File: config.mk
export PLATFORM = sky130hd
export DESIGN_NAME = wb_cmd_master
export DESIGN_NICKNAME = d
export VERILOG_FILES = /design/src/rtl/wb_cmd_master.sv
export SDC_FILE = /design/constraint.sdc
export NUM_CORES = 1
export LEC_CHECK = 0
export BUFFER_PORTS_ARGS = -buffer_cell sky130_fd_sc_hd__buf_2
export CAP_MARGIN = 10
export CORE_ASPECT_RATIO = 0.75
export CORE_MARGIN = 10
export CORE_UTILIZATION = 46
export DETAILED_ROUTE_END_ITERATION = 10
export GPL_TIMING_DRIVEN = 0
export PLACE_DENSITY_LB_ADDON = 0.1
export SYNTH_ARGS = -nofsm -noshare
export SYNTH_HDL_FRONTEND = slang
export SYNTH_SLANG_ARGS = --single-unit
File: constraint.sdc
create_clock -name wb_clk_i -period 1.9 [get_ports wb_clk_i]
set_input_delay 0.095 -clock wb_clk_i [delete_from_list [all_inputs] [get_ports wb_clk_i]]
set_output_delay 0.095 -clock wb_clk_i [all_outputs]
set_load 0.05 [all_outputs]
File: src/rtl/wb_cmd_master.sv
// Wishbone classic single-cycle initiator: one command in, one bus cycle out,
// then a one-cycle response pulse carrying read data or a timeout error.
module wb_cmd_master #(
  parameter int TIMEOUT_CYCLES = 16,
  parameter int CNT_WIDTH      = 8
) (
  input  logic        wb_clk_i,
  input  logic        reset,
  input  logic        cmd_valid,
  output logic        cmd_ready,
  input  logic        cmd_we,
  input  logic [31:0] cmd_adr,
  input  logic [31:0] cmd_dat,
  output logic        rsp_valid,
  output logic        rsp_err,
  output logic [31:0] rsp_dat,
  output logic        busy,
  output logic        wbm_cyc_o,
  output logic        wbm_stb_o,
  output logic        wbm_we_o,
  output logic [3:0]  wbm_sel_o,
  output logic [31:0] wbm_adr_o,
  output logic [31:0] wbm_dat_o,
  input  logic [31:0] wbm_dat_i,
  input  logic        wbm_ack_i
);

  typedef enum logic [1:0] {IDLE, BUS, DONE} state_t;

  localparam logic [CNT_WIDTH-1:0] CNT_LAST = CNT_WIDTH'(TIMEOUT_CYCLES - 1);

  state_t               state;
  logic [CNT_WIDTH-1:0] cnt;

  assign cmd_ready = (state == IDLE) & ~reset;
  assign wbm_stb_o = wbm_cyc_o;

  always_ff @(posedge wb_clk_i) begin
    if (reset) begin
      state     <= IDLE;
      cnt       <= '0;
      busy      <= 1'b0;
      rsp_valid <= 1'b0;
      rsp_err   <= 1'b0;
      rsp_dat   <= '0;
      wbm_cyc_o <= 1'b0;
      wbm_we_o  <= 1'b0;
      wbm_sel_o <= 4'h0;
      wbm_adr_o <= '0;
      wbm_dat_o <= '0;
    end else begin
      case (state)
        IDLE: begin
          if (cmd_valid) begin
            wbm_cyc_o <= 1'b1;
            wbm_we_o  <= cmd_we;
            wbm_sel_o <= 4'hF;
            wbm_adr_o <= cmd_adr;
            wbm_dat_o <= cmd_dat;
            cnt       <= '0;
            busy      <= 1'b1;
            state     <= BUS;
          end
        end
        BUS: begin
          // ack takes priority over a timeout landing on the same edge
          if (wbm_ack_i || cnt == CNT_LAST) begin
            rsp_valid <= 1'b1;
            rsp_err   <= ~wbm_ack_i;
            rsp_dat   <= (wbm_ack_i && !wbm_we_o) ? wbm_dat_i : '0;
            wbm_cyc_o <= 1'b0;
            wbm_we_o  <= 1'b0;
            wbm_sel_o <= 4'h0;
            wbm_adr_o <= '0;
            wbm_dat_o <= '0;
            state     <= DONE;
          end else begin
            cnt <= cnt + CNT_WIDTH'(1);
          end
        end
        DONE: begin
          rsp_valid <= 1'b0;
          rsp_err   <= 1'b0;
          rsp_dat   <= '0;
          busy      <= 1'b0;
          state     <= IDLE;
        end
        default: state <= IDLE;
      endcase
    end
  end

endmodule
==> results of run 1 <==
-- synth_stat cells (all sizes together), types with 2 or more instances --
cell type  count
a21oi         70
a22o          32
a31oi          8
buf           22
clkbuf        13
dfxtp        111
inv            7
nand2        138
nand3          8
nand4          2
nor2           6
nor3           4
o211ai         2
o21ai          2
o31a           2
-- power by group --
group / internal, mW / leakage, nW / switching, mW
sequential: 2.45 / 0.907 / 0.0723
combinational: 0.479 / 2.03 / 0.862
clock: 0.991 / 0.134 / 0.801
total: 3.92 / 3.07 / 1.74
-- metal layers --
layer / GRT usage (%) / vias up / routed length, um
met4: 9.14 / 0 / 446
met2: 35.7 / 173 / 7120
met5: 0 / - / 0
met3: 9.15 / 40 / 1300
li1: - / 2126 / -
met1: 22.3 / 2009 / 5650
-- worst reg2reg max path: cells and delay by family, from the launching register on --
family | cells | cell delay (ns)
AOI/OAI and AO/OA | 3 | 0.48
buffers and inverters | 2 | 0.31
DFF | 1 | 0.36
and+or+nand+nor | 1 | 0.58
-- through the flow --
step                instances    TNS, ns  power [mW]
floorplan                 442          0        3.39
global placement          761     -0.350        3.70
detailed placement        761      -1.15        3.72
CTS                       866          0        5.65
global route              872  -0.000536        5.89
finish                    872          0        5.66
-- flip-flops by register name, summed over array words and instances (netlist names) --
register	flops
rsp_dat	32
wbm_dat_o	32
rsp_valid	1
cnt	8
busy	1
wbm_sel_o	1
rsp_err	1
wbm_we_o	1
wbm_adr_o	32
state	2
-- cell type report --
cell class / count / area [um^2] / share of cell area (%)
multi-input combinational: 289 / 1670 / 25.1
sequential: 111 / 2220 / 33.5
timing repair buffer: 303 / 2010 / 30.3
tap: 112 / 140 / 2.11
inverter: 7 / 26.3 / 0.395
buffer: 33 / 288 / 4.33
clock buffer: 13 / 270 / 4.06
clock inverter: 2 / 15.0 / 0.226
antenna: 2 / 5.00 / 0.0753
-- kinds of logic after synthesis --
kind of cell	share of synthesized area [%]
buffers and inverters	7.68
AND/OR/NAND/NOR	16.3
adder cells (fa/ha/maj)	0.299
AO/OA/AOI/OAI	22.7
flip-flops	53.0
-- what timing repair did --
| action | in CTS | in global routing |
|---|---|---|
| cloned | 0 | 3 |
| hold buffers | 88 | 1 |
| hold endpoints to repair | 88 | 1 |
| resized for setup | 2 | 13 |
| setup endpoints to repair | 56 | 80 |
| buffers inserted | 2 | 2 |
| pin swaps | 1 | 4 |
-- path summary, 6_finish.rpt --
path | from | end | slack, ns
setup / recovery | cnt[4] | wbm_adr_o[15] | 0.08
hold / removal | cmd_adr[27] | wbm_adr_o[27] | 0.006
setup reg to reg | cnt[4] | wbm_adr_o[15] | 0.08
hold reg to reg | wbm_adr_o[19] | wbm_adr_o[19] | 0.45
==> impl_metrics.tcl, run 1 <==
set metrics [dict create \
    synth_area_leaders "dfxtp_1, nand2_1, a21oi_2" \
    ys_types 40 \
    synth_nets 544 \
    seq_area_frac_synth_pct 53.0 \
    drtPass1Iterations 4 \
    ant_nets 0 \
    crit_path_cell_trace "or4_4 > o21ai_4 > a21o_4 > buf_12 > clkbuf_16 > a21oi_2" \
    worstMarginPinSlew_ns 0.740 \
    cp_data_required_time_ns 2.13 \
    async_reset_ff_share_pct 0 \
    ios 208 \
    cap_violations 0 \
    yosys.area.top_type "dfxtp_1" \
    netlist_instances 442 \
    worst-setup-path-type "reg -> reg" \
    area_growth_pct 58.8 \
    root_buffer "clkbuf_16" \
    ys_ff_latch 111 \
    synth_warnings 0 \
    grt_pass1_wl_mm 22.5 \
    drtIter0Drc 183 \
    final_common_cell "buf_2" \
    clockBufferDepth 2 \
    nNetsFinal 856 \
    coreArea_um2 8970 \
    slew_violations 0 \
    reg2reg_depth 6 \
    critPathMaxFanout 8 \
    end_kind "register" \
    hold_class "in -> reg" \
    cp_top_family "simple AND/OR/NAND/NOR gates" \
    grt_max_degree 17 \
    dp_slack_ns -0.0538 \
    crit_arrival_ns 2.06 \
    start_util_pct 46.7 \
    grt_pass1_vias 4486 \
    finish.utilization_pct 74.1 \
    fmax_mhz 549 \
    fillers 627 \
    io_buffers 207 \
    skew_ns 0.0101 \
    grtUsageTotal_pct 21.0 \
    cts_max_level 3 \
    cp_slowest_cell "or4_4" \
    drt-wirelength-per-cell_um 16.6 \
    cts_buffers 9 \
    synth_top_cell_area_share_pct 53.0 \
    synth_ff_type "dfxtp_1" \
    gr-total-overflow 0 \
    num_rows 30 \
    period_needed_ns 1.82 \
    die_y_um 103 \
    clock-sinks 111 \
    final_cell_mix "buf_2, nand2_1, dfxtp_1, dlygate4sd3_1, a21oi_2" \
    routabilityCongestion 0.802 \
    vias 4348 \
    min_path_cells 3 \
    hold_viol_final 0 \
    dp_hpwl_mm 9.62 \
    critPathMaxStageDelay_ns 0.58 \
    design_area_um2 6650 \
    insertion_delay_ns 0.34 \
    drive_above_1_share_pct 40.6 \
    vdd_drop_max_uv 578 \
    clk_pin_slew_ns 0.07 \
    dieWidth_um 130 \
    period_share_pct 96.0 \
    p_leak_nw 3.07 \
    worst-path-stages 6 \
    synth_edf_count 0 \
    syn_area_um2 4190 \
    finalSetupViolCount 0 \
    syn_area_per_cell_um2 9.48 \
    antenna_found_initial 2 \
    cts_tree "built" \
    start_kind "register" \
    wl_mm 14.5 \
    placed_area_um2 5370 \
    drc 0 \
    layout_setup_ws_ns 0.0768 \
    status "finished, final reports clean" \
    dieArea_um2 13400 \
    relSlewSlack_pct 50.3 \
    powerDensity_nw_per_um2 850 \
    vias_per_cell 4.99 \
    fin_hold_ws_ns 0.00600 \
    crit_buf_inv 2 \
]
Note: power is estimated with default switching activity, not from simulation.
==> inputs of run 2 (changes only) <==
- ABC_AREA: unset -> 1
==> run 2 against run 1 <==
  * Synthesized area increased by 3.1%
  * Clock power increased by 15%
  * Worst setup slack improved by 0.14 ns
  * First-iteration DRC count increased by 58%
  * Die area increased by 2.6%
  * Non-clock buffer count decreased by 32
  * Register-to-register slack improved by 0.14 ns
  * Combinational power decreased by 8%
  * Count of clock-buffer cells in the layout decreased by 3
  * Wire length increased by 4.4%
  * Sequential share of layout area increased by 1.6 points
  * Core utilization decreased by 4.7 points
  * Largest power group unchanged
==> impl_metrics.tcl, run 2 <==
set metrics [dict create \
    status "finished, final reports clean" \
    cts_max_level 3 \
    worstMarginPinSlew_ns 0.558 \
    reg2reg_depth 10 \
    clock-sinks 111 \
    min_path_cells 3 \
    yosys.area.top_type "dfxtp_1" \
    root_buffer "clkbuf_16" \
    layout_setup_ws_ns 0.212 \
    area_growth_pct 46.5 \
    grt_pass1_wl_mm 24.3 \
    nNetsFinal 913 \
    cap_violations 0 \
    vias_per_cell 5.10 \
    drc 0 \
    slew_violations 0 \
    clkPwrFrac_pct 35.3 \
    ys_types 22 \
    syn_area_um2 4320 \
    vdd_drop_max_uv 720 \
    ys_ff_latch 111 \
    drt-wirelength-per-cell_um 16.1 \
    p_switching_mw 1.77 \
    post_cts_resized 0 \
    whs_endpoint "wbm_adr_o[23]" \
    synth_top_cell_area_share_pct 51.4 \
    synth_warnings 0 \
    diodes 0 \
    critPathMaxStageDelay_ns 0.34 \
    die_y_um 104 \
    drtIter0Drc 289 \
    clk_pin_slew_ns 0.07 \
    async_reset_ff_share_pct 0 \
    rr_endpoint "wbm_adr_o[6]" \
    finalSetupViolCount 0 \
    yosysMostFrequentCell "nand2_1" \
    syn_area_per_cell_um2 7.93 \
    period_share_pct 88.8 \
    reg_top3 "rsp_dat x32, wbm_adr_o x32, wbm_dat_o x32" \
    io_buffers 206 \
    yosys-top-cells-count "nand2_1, dfxtp_1, nand3_1, a21oi_1, nor2_1" \
    grt_pass1_vias 4725 \
    hold_start "cmd_adr[23]" \
    num_rows 30 \
    final_cell_mix "buf_2, nand2_1, dfxtp_1, nand3_1, a21oi_1" \
    drive_above_1_share_pct 32.1 \
    setup_tns_ns 0 \
    vias 4810 \
    final_common_cell "buf_2" \
    cts_buffers 9 \
    grt_max_degree 19 \
    start_util_pct 47.4 \
    critPathMaxFanout 10 \
    seq_area_frac_synth_pct 51.4 \
    r2r_start "cnt[0]" \
    crit_buf_inv 2 \
    start_kind "register" \
    synth_area_leaders "dfxtp_1, nand3_1, a21oi_1" \
    hold_viol_final 0 \
    drtPass1Iterations 5 \
    ios 208 \
    crit_arrival_ns 1.94 \
    p_sw_share_pct 30.5 \
    crit_path_cell_trace "ha_1 > nand2_2 > nor2_1 > nand3_1 > nand2_1 > nand2_1 > buf_6 > buf_6 > nand3_1 > a21oi_1" \
    cts_setup_buffers 0 \
    cp_data_required_time_ns 2.16 \
    gr-total-overflow 0 \
    period_needed_ns 1.69 \
    grt_setup_unrepaired "no" \
    antenna_found_initial 0 \
    p_int_mw 4.03 \
    clockBufferDepth 2 \
    powerDensity_nw_per_um2 917 \
    cts_tree "built" \
    hold_class "in -> reg" \
    synth_nets 647 \
    dieArea_um2 13700 \
    end_kind "register" \
    dieWidth_um 132 \
    synth_edf_count 0 \
    combPwrFrac_pct 21.3 \
    relSlewSlack_pct 62.8 \
    dp_slack_ns 0.260 \
    netlist_instances 545 \
    worst-setup-path-type "reg -> reg" \
    dp_hpwl_mm 11.0 \
    pwr-share-seq_pct 43.4 \
    ant_nets 0 \
    fmax_mhz 593 \
    insertion_delay_ns 0.34 \
    p_leak_nw 2.93 \
    skew_ns 0.00652 \
    synth_ff_type "dfxtp_1" \
    coreArea_um2 9120 \
    cp_slowest_cell "dfxtp_1" \
    wl_mm 15.2 \
    cp_top_family "simple AND/OR/NAND/NOR gates" \
    grtUsageTotal_pct 21.2 \
    routabilityCongestion 0.899 \
    rrSetupSlack_ns 0.21 \
]
-- run 2: what timing repair did --
item / in CTS / in global routing
hold buffers: 49 / 0
endpoints found under the hold margin: 49 / 0
setup endpoints to repair: 0 / 0
-- run 2: cells by family after synthesis --
group	Yosys count	share of synthesized area [%]
simple gates	261	26.8
buf+inv	62	8.51
compound gates	110	12.9
fa+ha+maj	1	0.290
flops	111	51.4
-- run 2: tightest hold or removal path: cells and delay by family --
kind                   cells  cell delay (ns)
AO/OA/AOI/OAI              1             0.06
buffers and inverters      1             0.09
AND/OR/NAND/NOR            1             0.05
-- run 2: worst max-delay path by stage --
stage | from | depth (start not counted) | endpoint
final | cnt[0] | 10 | wbm_adr_o[6]
after CTS | cnt[1] | 10 | wbm_adr_o[17]
after global routing | cnt[0] | 10 | wbm_adr_o[6]
after global placement | cnt[0] | 10 | rsp_err
after floorplan | reset | 3 | cmd_ready
after detailed placement | cnt[1] | 10 | rsp_dat[25]
-- run 2: power by group through the flow --
stage | Clock (mW) | Sequential (mW) | Combinational, mW
CTS | 2.09 | 2.52 | 1.23
detailed placement | 0 | 2.57 | 1.15
floorplan | 0 | 2.97 | 0.402
global route | 2.18 | 2.54 | 1.32
global placement | 0 | 2.56 | 1.14
finish | 2.05 | 2.52 | 1.23
-- run 2: metrics by stage --
| step | instances | hold slack (ns) | total power, mW | util, % | area [um^2] |
|---|---|---|---|---|---|
| finish | 944 | 0.00543 | 5.80 | 69.4 | 6330 |
| CTS | 944 | 0.000101 | 5.84 | 69.4 | 6330 |
| detailed placement | 879 | 0.354 | 3.72 | 60.4 | 5510 |
| global placement | 879 | 0.349 | 3.70 | 60.4 | 5510 |
| floorplan | 545 | 0.242 | 3.37 | - | 4320 |
| global route | 944 | 0.00148 | 6.04 | 69.4 | 6330 |
-- run 2: final cells by class --
cell class	instances	area, um^2
Fill cell	780	2790
Sequential cell	111	2220
Multi-Input combinational cell	372	1730
Timing Repair Buffer	255	1520
Buffer	49	319
Clock buffer	10	239
Tap cell	128	160
Clock inverter	6	90.1
Inverter	13	48.8
-- run 2: per-layer routing --
layer | part of all wire [%] | vias to the layer above | track usage, %
met1 | 41 | 2225 | 25.1
li1 | - | 2357 | -
met2 | 48 | 206 | 35.2
met3 | 9.4 | 22 | 7.72
met4 | 1.8 | 0 | 6.18
met5 | 0 | - | 0
==> inputs of run 3 (changes only) <==
- RECOVER_POWER: unset -> 100
- SLEW_MARGIN: unset -> 5
==> run 3 against run 2 <==
  * Cell count unchanged
  * Sequential cell count unchanged
  * Power is 0.47% lower
  * Hold slack improved by 0.00062 ns
  * First-iteration DRC count is 9.7% lower
  * Critical path depth is the same
  * Non-clock buffer count stayed put
  * Fmax up 1.2%
  * Clock power about the same
  * Clock skew hardly changed
  * Sequential share of layout area grew 0.79 points
  * Critical path type unchanged
==> impl_metrics.tcl, run 3 (same netlist as run 2, synthesis figures left out) <==
set metrics [dict create \
    drive_above_1_share_pct 18.8 \
    area_growth_pct 43.3 \
    dp_slack_ns 0.260 \
    routabilityCongestion 0.899 \
    crit_arrival_ns 1.92 \
    grt_max_degree 19 \
    placed_area_um2 5510 \
    powerDensity_nw_per_um2 933 \
    setup_tns_ns 0 \
    end_kind "register" \
    root_buffer "clkbuf_16" \
    finish.utilization_pct 67.9 \
    multiInputGateArea_um2 1730 \
    vdd_drop_max_uv 717 \
    design_area_um2 6190 \
    antenna_found_initial 0 \
    clock-sinks 111 \
    hold_class "in -> reg" \
    critPathMaxStageDelay_ns 0.34 \
    start_kind "register" \
    worst-setup-path-type "reg -> reg" \
    slew_violations 0 \
    vias 4781 \
    final_common_cell "nand2_1" \
    clockBufferDepth 2 \
    grt_pass1_wl_mm 24.3 \
    grt_pass1_vias 4725 \
    layout.cells.non_filler 944 \
    ff_latch_area_um2 2220 \
    skew_ns 0.00632 \
    crit_buf_inv 2 \
    worstMarginPinSlew_ns 0.679 \
    ios 208 \
    fillers 846 \
    start_util_pct 47.4 \
    insertion_delay_ns 0.34 \
    fmax_mhz 600 \
    cp_slowest_cell "dfxtp_1" \
    num_rows 30 \
    grtUsageTotal_pct 21.2 \
    place_inst 879 \
    crit_path_cell_trace "ha_1 > nand2_2 > nor2_1 > nand3_1 > nand2_1 > nand2_1 > buf_6 > buf_6 > nand3_1 > a21oi_1" \
    gr-total-overflow 0 \
    nNetsFinal 913 \
    period_share_pct 87.8 \
    period_needed_ns 1.67 \
    grt_setup_unrepaired "no" \
    cap_violations 0 \
    cts_setup_buffers 0 \
    dieArea_um2 13700 \
    coreArea_um2 9120 \
    layout_setup_ws_ns 0.232 \
    p_leak_nw 2.50 \
    drt-wirelength-per-cell_um 16.1 \
    drtPass1Iterations 4 \
    final_cell_mix "nand2_1, clkbuf_1, buf_2, dfxtp_1, nand3_1" \
    drtIter0Drc 261 \
    vias_per_cell 5.06 \
    dieWidth_um 132 \
    critPathMaxFanout 10 \
    diodes 0 \
    cp_top_family "simple AND/OR/NAND/NOR gates" \
    status "finished, final reports clean" \
    drc 0 \
    clk_pin_slew_ns 0.07 \
    reg_top3 "rsp_dat x32, wbm_adr_o x32, wbm_dat_o x32" \
    dp_hpwl_mm 11.0 \
    cts_buffers 9 \
    io_buffers 206 \
    relSlewSlack_pct 54.9 \
    cts_tree "built" \
    wl_mm 15.2 \
    cp_data_required_time_ns 2.16 \
    die_y_um 104 \
    cts_max_level 3 \
    finalSetupViolCount 0 \
    hold_viol_final 0 \
    ant_nets 0 \
]
-- run 3: changes by cell type in the layout (fill, tap and decap cells not counted) --
cell      before  now
nand3_1      109  110
nand3_2        1    0
clkbuf_1      15  122
inv_2          2    1
buf_2        221  114
inv_1         11   12
-- run 3: layout make-up --
type,count,area share (%)
buffer,49,5.15
timing repair buffer,255,22.4
tap,128,2.59
multi-input combinational,372,27.9
clock buffer,10,3.86
inverter,13,0.788
clock inverter,6,1.45
sequential,111,35.9
-- run 3: through the flow --
| step | total power [mW] | hold slack, ns |
|---|---|---|
| floorplan | 3.37 | 0.242 |
| global placement | 3.70 | 0.349 |
| detailed placement | 3.72 | 0.354 |
| CTS | 5.84 | 0.000101 |
| global route | 6.01 | 0.00148 |
| finish | 5.78 | 0.00605 |
-- run 3: repair_timing --
action / in CTS / in global routing
gates resized for setup: 0 / 0
hold buffers: 49 / 0
hold endpoints to repair: 49 / 0
-- run 3: routing by layer --
layer  GRT usage (%)  vias up  wire (um)
li1                -     2355          -
met1            25.1     2202       6350
met2            35.2      202       7170
met3            7.72       22       1390
met4            6.18        0        281
met5               0        -          0
-- run 3: where the power goes --
part           total [mW]  switching [mW]  internal [mW]
Combinational        1.20           0.849          0.348
Clock                2.06           0.856           1.20
Sequential           2.52          0.0738           2.45
-- run 3: worst paths after layout --
kind                             startpoint  cells after the start            end  slack [ns]
worst min-delay path            cmd_adr[23]                      3  wbm_adr_o[23]       0.006
worst max register to register       cnt[0]                     10   wbm_adr_o[6]        0.23
worst max-delay path                 cnt[0]                     10   wbm_adr_o[6]        0.23
worst min register to register         busy                      2           busy        0.47
-- run 3: worst register-to-register path, stage by stage (launching register included) --
cell and delay, ns:
dfxtp_1 0.34, ha_1 0.23, nand2_2 0.10, nor2_1 0.04, nand3_1 0.08, nand2_1 0.08
nand2_1 0.10, buf_6 0.19, buf_6 0.17, nand3_1 0.09, a21oi_1 0.17
